===== src/rtl/circuito_exp_7.sv =====
// circuito_exp_7: memory game ("Genius") top level.
// FSM, address/round counters, 16x4 step RAM, button edge capture,
// show/timeout counter and active-low 7-segment debug decoders.
// Optional feature macro: TIMEOUT_EN (per-move timeout; off by default).
module circuito_exp_7 #(
    parameter int SHOW_CYCLES    = 1000,
    parameter int TIMEOUT_CYCLES = 3000
) (
    input  logic       clock,
    input  logic       reset,
    input  logic       iniciar,
    input  logic [3:0] botoes,
    output logic [3:0] leds,
    output logic       pronto,
    output logic       ganhou,
    output logic       perdeu,
    output logic       db_clock,
    output logic       db_tem_jogada,
    output logic       db_igual,
    output logic       db_enderecoIgualRodada,
    output logic       db_timeout,
    output logic [6:0] db_contagem,
    output logic [6:0] db_memoria,
    output logic [6:0] db_jogadafeita,
    output logic [6:0] db_rodada,
    output logic [6:0] db_estado
);

    localparam logic [3:0] INICIAL     = 4'h0;
    localparam logic [3:0] PREPARA     = 4'h1;
    localparam logic [3:0] MOSTRA      = 4'h2;
    localparam logic [3:0] ESPERA      = 4'h3;
    localparam logic [3:0] REGISTRA    = 4'h4;
    localparam logic [3:0] COMPARA     = 4'h5;
    localparam logic [3:0] PROX_JOGADA = 4'h6;
    localparam logic [3:0] ESPERA_NOVA = 4'h7;
    localparam logic [3:0] ESCREVE     = 4'h8;
    localparam logic [3:0] PROX_RODADA = 4'h9;
    localparam logic [3:0] GANHOU      = 4'hA;
    localparam logic [3:0] TIMEOUT     = 4'hD;
    localparam logic [3:0] PERDEU      = 4'hE;

    // First step of every game; address 0 is never written, so it is a constant.
    localparam logic [3:0] RAM0 = 4'b0001;

    // One counter times the show phase and (optionally) each move.
    localparam int MAXC = (SHOW_CYCLES > TIMEOUT_CYCLES) ? SHOW_CYCLES : TIMEOUT_CYCLES;
    localparam int CW   = $clog2(MAXC + 1);
    localparam logic [CW-1:0] SHOW_LAST = CW'(SHOW_CYCLES - 1);

    logic [3:0]    estado_q, estado_d;
    logic [3:0]    addr_q, addr_d;
    logic [3:0]    round_q, round_d;
    logic [3:0]    jogada_q, jogada_d;
    logic [CW-1:0] cnt_q, cnt_d;
    logic          prev_q;
    logic [3:0]    mem_q [16];
    logic [3:0]    ram_out;
    logic          tem, cap, waiting, igual, show_end, tmo_end;

    function automatic logic [6:0] hex7(input logic [3:0] v);
        logic [6:0] s;
        case (v)
            4'h0: s = 7'b1000000;
            4'h1: s = 7'b1111001;
            4'h2: s = 7'b0100100;
            4'h3: s = 7'b0110000;
            4'h4: s = 7'b0011001;
            4'h5: s = 7'b0010010;
            4'h6: s = 7'b0000010;
            4'h7: s = 7'b1111000;
            4'h8: s = 7'b0000000;
            4'h9: s = 7'b0010000;
            4'hA: s = 7'b0001000;
            4'hB: s = 7'b0000011;
            4'hC: s = 7'b1000110;
            4'hD: s = 7'b0100001;
            4'hE: s = 7'b0000110;
            default: s = 7'b0001110;
        endcase
        return s;
    endfunction

    assign tem      = |botoes;
    assign waiting  = (estado_q == ESPERA) || (estado_q == ESPERA_NOVA);
    // One capture per press: only the 0->1 transition of |botoes counts.
    assign cap      = waiting && tem && !prev_q;
    assign ram_out  = (addr_q == 4'd0) ? RAM0 : mem_q[addr_q];
    assign igual    = (jogada_q == ram_out);
    assign show_end = (estado_q == MOSTRA) && (cnt_q == SHOW_LAST);

`ifdef TIMEOUT_EN
    localparam logic [CW-1:0] TMO_LAST = CW'(TIMEOUT_CYCLES - 1);
    assign tmo_end    = waiting && (cnt_q == TMO_LAST);
    assign db_timeout = (estado_q == TIMEOUT);
`else
    assign tmo_end    = 1'b0;
    assign db_timeout = 1'b0;
`endif

    // Counter: runs through the show phase; in waiting states it restarts on entry and on every capture.
    always_comb begin
        cnt_d = '0;
        if (estado_q == MOSTRA && !show_end)
            cnt_d = cnt_q + CW'(1);
`ifdef TIMEOUT_EN
        else if (waiting && !cap)
            cnt_d = cnt_q + CW'(1);
`endif
    end

    // Game sequencing.
    always_comb begin
        estado_d = estado_q;
        case (estado_q)
            INICIAL, GANHOU, PERDEU, TIMEOUT: if (iniciar) estado_d = PREPARA;
            PREPARA:     estado_d = MOSTRA;
            MOSTRA:      if (show_end) estado_d = ESPERA;
            ESPERA: begin
                if (cap)          estado_d = REGISTRA;
                else if (tmo_end) estado_d = TIMEOUT;
            end
            REGISTRA:    estado_d = COMPARA;
            COMPARA: begin
                if (!igual)                 estado_d = PERDEU;
                else if (addr_q < round_q)  estado_d = PROX_JOGADA;
                else if (round_q == 4'd15)  estado_d = GANHOU;
                else                        estado_d = ESPERA_NOVA;
            end
            PROX_JOGADA: estado_d = ESPERA;
            ESPERA_NOVA: begin
                if (cap)          estado_d = ESCREVE;
                else if (tmo_end) estado_d = TIMEOUT;
            end
            ESCREVE:     estado_d = PROX_RODADA;
            PROX_RODADA: estado_d = ESPERA;
            default:     estado_d = INICIAL;
        endcase
    end

    // Address, round and captured-move updates.
    always_comb begin
        addr_d   = addr_q;
        round_d  = round_q;
        jogada_d = jogada_q;
        case (estado_q)
            PREPARA: begin
                addr_d   = 4'd0;
                round_d  = 4'd0;
                jogada_d = 4'd0;
            end
            PROX_JOGADA: addr_d = addr_q + 4'd1;
            PROX_RODADA: begin
                round_d = round_q + 4'd1;
                addr_d  = 4'd0;
            end
            default: ;
        endcase
        if (cap) jogada_d = botoes;
    end

    // Control state registers.
    always_ff @(posedge clock or negedge reset) begin
        if (!reset) begin
            estado_q <= INICIAL;
            addr_q   <= 4'd0;
            round_q  <= 4'd0;
            jogada_q <= 4'd0;
            cnt_q    <= '0;
            prev_q   <= 1'b0;
        end else begin
            estado_q <= estado_d;
            addr_q   <= addr_d;
            round_q  <= round_d;
            jogada_q <= jogada_d;
            cnt_q    <= cnt_d;
            prev_q   <= tem;
        end
    end

    // Step RAM: not reset, so the sequence survives a new game. Round never exceeds 14 here.
    always_ff @(posedge clock) begin
        if (estado_q == ESCREVE)
            mem_q[round_q + 4'd1] <= jogada_q;
    end

    assign leds   = (estado_q == MOSTRA) ? RAM0 : botoes;
    assign ganhou = (estado_q == GANHOU);
    assign perdeu = (estado_q == PERDEU) || (estado_q == TIMEOUT);
    assign pronto = ganhou || perdeu;

    assign db_clock      = clock;
    assign db_tem_jogada = tem;
    assign db_igual      = igual;
    // Counters both sit at 0 while idle; suppress the trivial match until a game starts.
    assign db_enderecoIgualRodada = (addr_q == round_q) && (estado_q != INICIAL);

    assign db_contagem    = hex7(addr_q);
    assign db_memoria     = hex7(ram_out);
    assign db_jogadafeita = hex7(jogada_q);
    assign db_rodada      = hex7(round_q);
    assign db_estado      = hex7(estado_q);

endmodule


===== config.mk =====
export PLATFORM = sky130hd
export DESIGN_NAME = circuito_exp_7
export DESIGN_NICKNAME = d
export VERILOG_FILES = /design/src/rtl/circuito_exp_7.sv
export SDC_FILE = /design/constraint.sdc
export NUM_CORES = 1
export LEC_CHECK = 0
export ABC_CLOCK_PERIOD_IN_PS = 3970
export BUFFER_PORTS_ARGS = -buffer_cell sky130_fd_sc_hd__buf_2
export CORE_MARGIN = 2
export CORE_UTILIZATION = 53
export CTS_CLUSTER_SIZE = 28
export DETAILED_ROUTE_END_ITERATION = 6
export PLACE_DENSITY = 0.73
export SETUP_SLACK_MARGIN = 0.02
export SLEW_MARGIN = 20
export SYNTH_ARGS = -nofsm -noshare
export SYNTH_HDL_FRONTEND = slang
export SYNTH_SLANG_ARGS = --single-unit
export TNS_END_PERCENT = 20

===== constraint.sdc =====
create_clock -name clock -period 3.97 [get_ports clock]
set_input_delay 0.397 -clock clock [delete_from_list [all_inputs] [get_ports clock]]
set_output_delay 0.397 -clock clock [all_outputs]
set_load 0.02 [all_outputs]

==> impl_summary.log <==
[metrics] Post-DRT Antenna Nets: 0
[metrics] worst-case headroom to the max-slew limit: 44.9%
[metrics] final period utilization: 92.8%
[metrics] Residual DRC: 0
[metrics] startpoint types: flip-flop
[metrics] post-route setup TNS: 0 ns
[metrics] synthesized-area fraction occupied by ao, oa, aoi and oai cells: 13.7%
[metrics] Clock transition at path regs: 0.10 ns
[metrics] cells taking the most area after synthesis: sky130_fd_sc_hd__edfxtp_1, sky130_fd_sc_hd__dfrtp_1, sky130_fd_sc_hd__ha_1
[metrics] total of flip-flops plus latches after synthesis: 93
[metrics] synth unique cells: 63
[metrics] first-pass iteration count of the detailed router: 5
[metrics] Slew Limit Fails: 0
[metrics] Yosys top cell area share: 33.8%
[metrics] main flop type after synthesis: sky130_fd_sc_hd__edfxtp_1
[metrics] number of enable-type register cells in the synthesized netlist: 64
[metrics] PD cells: 280 mW/mm^2
[metrics] total congestion overflow after global routing: 0
[metrics] combinational family with the most area after synthesis: simple AND/OR/NAND/NOR gates
[metrics] cell accounting for the most synthesized area: sky130_fd_sc_hd__edfxtp_1
[metrics] Post-Syn Area: 0.00569 sq mm
[metrics] internal reg-to-reg setup slack: 1.23 ns
[metrics] routed via count divided by cell count: 6.04
[metrics] per-instance average area after synthesis: 10.7 sq um
[metrics] overall via count from detail_route: 4337
[metrics] destination of the worst hold path: jogada_q[2]
[metrics] Max Clk Rate: 271 MHz
[metrics] Setup-failing EPs final: 0
[metrics] Hold WC Path Type: in -> reg
[metrics] Antenna Cells: 0
[metrics] total number of placement rows: 37
[metrics] capturing element type of the critical path: primary output
[metrics] worst reg2reg path startpoint: estado_q[0]
[metrics] run status: finished clean
[metrics] Avg WL per Cell: 18.5 microns
[metrics] setup repair after global routing missed its margin: false
[metrics] Die ar.: 0.0116 sq mm
[metrics] Initial DRC Count: 286
[metrics] critical register-to-register path endpoint: estado_q[0]
[metrics] placed cell count: 698
[metrics] number of global-route vias before repair: 4283
[metrics] logic depth of the worst register-to-register path: 8
[metrics] required time worst endpoint: 3.57 ns
[metrics] Port-buffer cells: 52
[metrics] wire length of the first global-routing pass: 21600 microns
[metrics] number of violations of the max-capacitance limit: 0
[metrics] largest net degree at the start of global routing: 33
[metrics] post-synth net total: 573
[metrics] Gate Count Post-Synth: 530
[metrics] All-Layer GR Usage: 24.4%
[metrics] Yosys warning count: 0
[metrics] data arrival at the endpoint of the critical path: 3.29 ns
[metrics] LEAKAGE: 2.25 nW
[metrics] worst supply voltage drop on vdd: 182 uV
[metrics] Routed WL: 13300 microns
[metrics] final critical delay including setup and external delays: 3.68 ns
[metrics] Worst Clk Skew: 0.0125 ns
[metrics] detailed placer's ending HPWL: 9740 microns
[metrics] Initial Utilization: 54.8%
[metrics] die extent in x: 108 microns
[metrics] highest net fanout along the worst path: 8
[metrics] cell depth of the worst min-delay path: 2
[metrics] routability cong.: 0.904
[metrics] initial antenna violation count: 0
[metrics] Final Non-Filler Cells: 718
[metrics] Worst Min Path Start: botoes[2]
[metrics] latest clock arrival within the worst-skew pair: 0.48 ns
[metrics] share of synthesized cell area in and, or, nand and nor gates: 14.4%
[metrics] Layout Nets: 620
[metrics] WS Path Type: reg -> out
[metrics] die height: 108 microns
[metrics] fraction of the yosys area taken by sequential cells: 46.6%
[metrics] slew at the pin with the worst max-slew slack: 0.827 ns
[metrics] proportion of synthesized area in mux cells: 10.6%
[metrics] fraction of synthesis flops using an asynchronous set or reset pin: 31.2%
[metrics] Filler cells: 882
[metrics] Hold Vio Cnt, Final: 0
[metrics] fraction of layout cells with a size suffix above 1: 18.2%
[metrics] area of the core: 0.0104 sq mm
[metrics] synth-to-layout area growth: 10.2%
[metrics] clock tree from TritonCTS: built
[metrics] count of boundary I/O pins: 54
[metrics] adder and majority gate portion of the synthesized area: 7.92%
[metrics] XOR/XNOR Fraction of Synth Area: 2.16%
cell usage after synthesis, drive strengths merged, types with 10 or more instances:
| cell | count |
|---|---|
| o22ai | 11 |
| o21ai | 27 |
| and2 | 10 |
| dfrtp | 29 |
| inv | 28 |
| nor2 | 50 |
| nand3 | 12 |
| nand2 | 37 |
| nor3 | 10 |
| clkbuf | 13 |
| ha | 36 |
| mux2i | 30 |
| buf | 13 |
| a21oi | 18 |
| edfxtp | 64 |
repair_timing:
item | 4_1_cts | 5_1_grt
buffers inserted | 0 | 0
hold buffers | 1 | 0
gates resized for setup | 0 | 2
endpoints found under the hold margin | 29 | 0
endpoints found under the setup margin | 0 | 5
cell families after synthesis:
family / Yosys count
AO/OA/AOI/OAI: 115
buffers and inverters: 57
adder cells (fa/ha/maj): 36
flip-flops: 93
other: 1
XOR/XNOR: 14
AND/OR/NAND/NOR: 166
multiplexers: 48
cells in the final DEF (no fill, tap or decap), drive strengths merged, types with 7 or more instances in the layout:
| cell type | count |
|---|---|
| nor3 | 10 |
| mux2 | 9 |
| nand3 | 12 |
| o21a | 7 |
| edfxtp | 64 |
| o21ai | 27 |
| nand2 | 37 |
| and2 | 10 |
| dfrtp | 29 |
| a21oi | 18 |
| xnor2 | 8 |
| ha | 36 |
| mux2i | 30 |
| o22ai | 11 |
| nor2b | 9 |
| buf | 58 |
| inv | 33 |
| nor2 | 50 |
| clkbuf | 12 |
| a22o | 9 |
| or3 | 8 |
| mux4 | 9 |
report_power, final:
group	total, mW	switching, mW	leakage (nW)	internal [mW]
logic	0.0135	0.00998	1.30	0.00347
clock network	0.714	0.400	0.124	0.314
registers	1.03	0.0000918	0.823	1.03
worst max-delay path by stage:
stage | cells after the start | from | end | slack (ns)
global route | 13 | addr_q[0] | db_memoria[5] | 0.05
floorplan | 12 | addr_q[0] | db_memoria[2] | 0.35
detailed placement | 9 | addr_q[3] | db_memoria[6] | 0.65
global placement | 7 | addr_q[3] | db_memoria[3] | 0.78
finish | 13 | addr_q[0] | db_memoria[4] | 0.29
CTS | 9 | addr_q[3] | db_memoria[6] | 0.12
critical path, cell delays in order (launching register included):
cell and delay [ns]:
sky130_fd_sc_hd__dfrtp_1 0.37, sky130_fd_sc_hd__inv_1 0.14, sky130_fd_sc_hd__ha_1 0.36, sky130_fd_sc_hd__inv_1 0.09
sky130_fd_sc_hd__o22ai_1 0.07, sky130_fd_sc_hd__a2111o_1 0.48, sky130_fd_sc_hd__nor2_2 0.25, sky130_fd_sc_hd__inv_1 0.12
sky130_fd_sc_hd__ha_1 0.26, sky130_fd_sc_hd__inv_1 0.09, sky130_fd_sc_hd__nand3_1 0.08, sky130_fd_sc_hd__o311ai_0 0.16
sky130_fd_sc_hd__o31ai_1 0.14, sky130_fd_sc_hd__buf_2 0.18
through the flow:
step | cell area (sq um) | power [mW] | setup slack [ns] | hold slack, ns | utilization (%)
after floorplan | 5690 | 1.08 | 0.353 | 0.101 | -
after global placement | 6020 | 1.08 | 0.779 | 0.470 | 58.1
after detailed placement | 6020 | 1.08 | 0.653 | 0.479 | 58.1
after CTS | 6260 | 1.77 | 0.125 | 0.156 | 60.4
after global routing | 6260 | 1.80 | 0.0486 | 0.162 | 60.4
final | 6260 | 1.75 | 0.286 | 0.172 | 60.4
layout make-up:
| class | count | area [sq um] | area share, % |
|---|---|---|---|
| Multi-Input combinational cell | 380 | 2780 | 44.4 |
| Sequential cell | 93 | 2650 | 42.3 |
| Timing Repair Buffer | 58 | 310 | 4.95 |
| Clock buffer | 13 | 170 | 2.72 |
| Tap cell | 136 | 170 | 2.72 |
| Inverter | 31 | 116 | 1.86 |
| Clock inverter | 7 | 62.6 | 0.999 |
sequential cells by signal, summed over array words and instances, names as in the netlist:
| register | flops |
|---|---|
| addr_q | 4 |
| cnt_q | 12 |
| estado_q | 4 |
| jogada_q | 4 |
| mem_q | 64 |
| prev_q | 1 |
| round_q | 4 |
routing by layer:
metal / track usage [%] / share of wire (%)
met5: 0 / 0
met4: 9.52 / 2.9
met3: 5.63 / 5.8
met2: 39.4 / 49
met1: 31.9 / 43
Power figures use the tool's default switching activity.
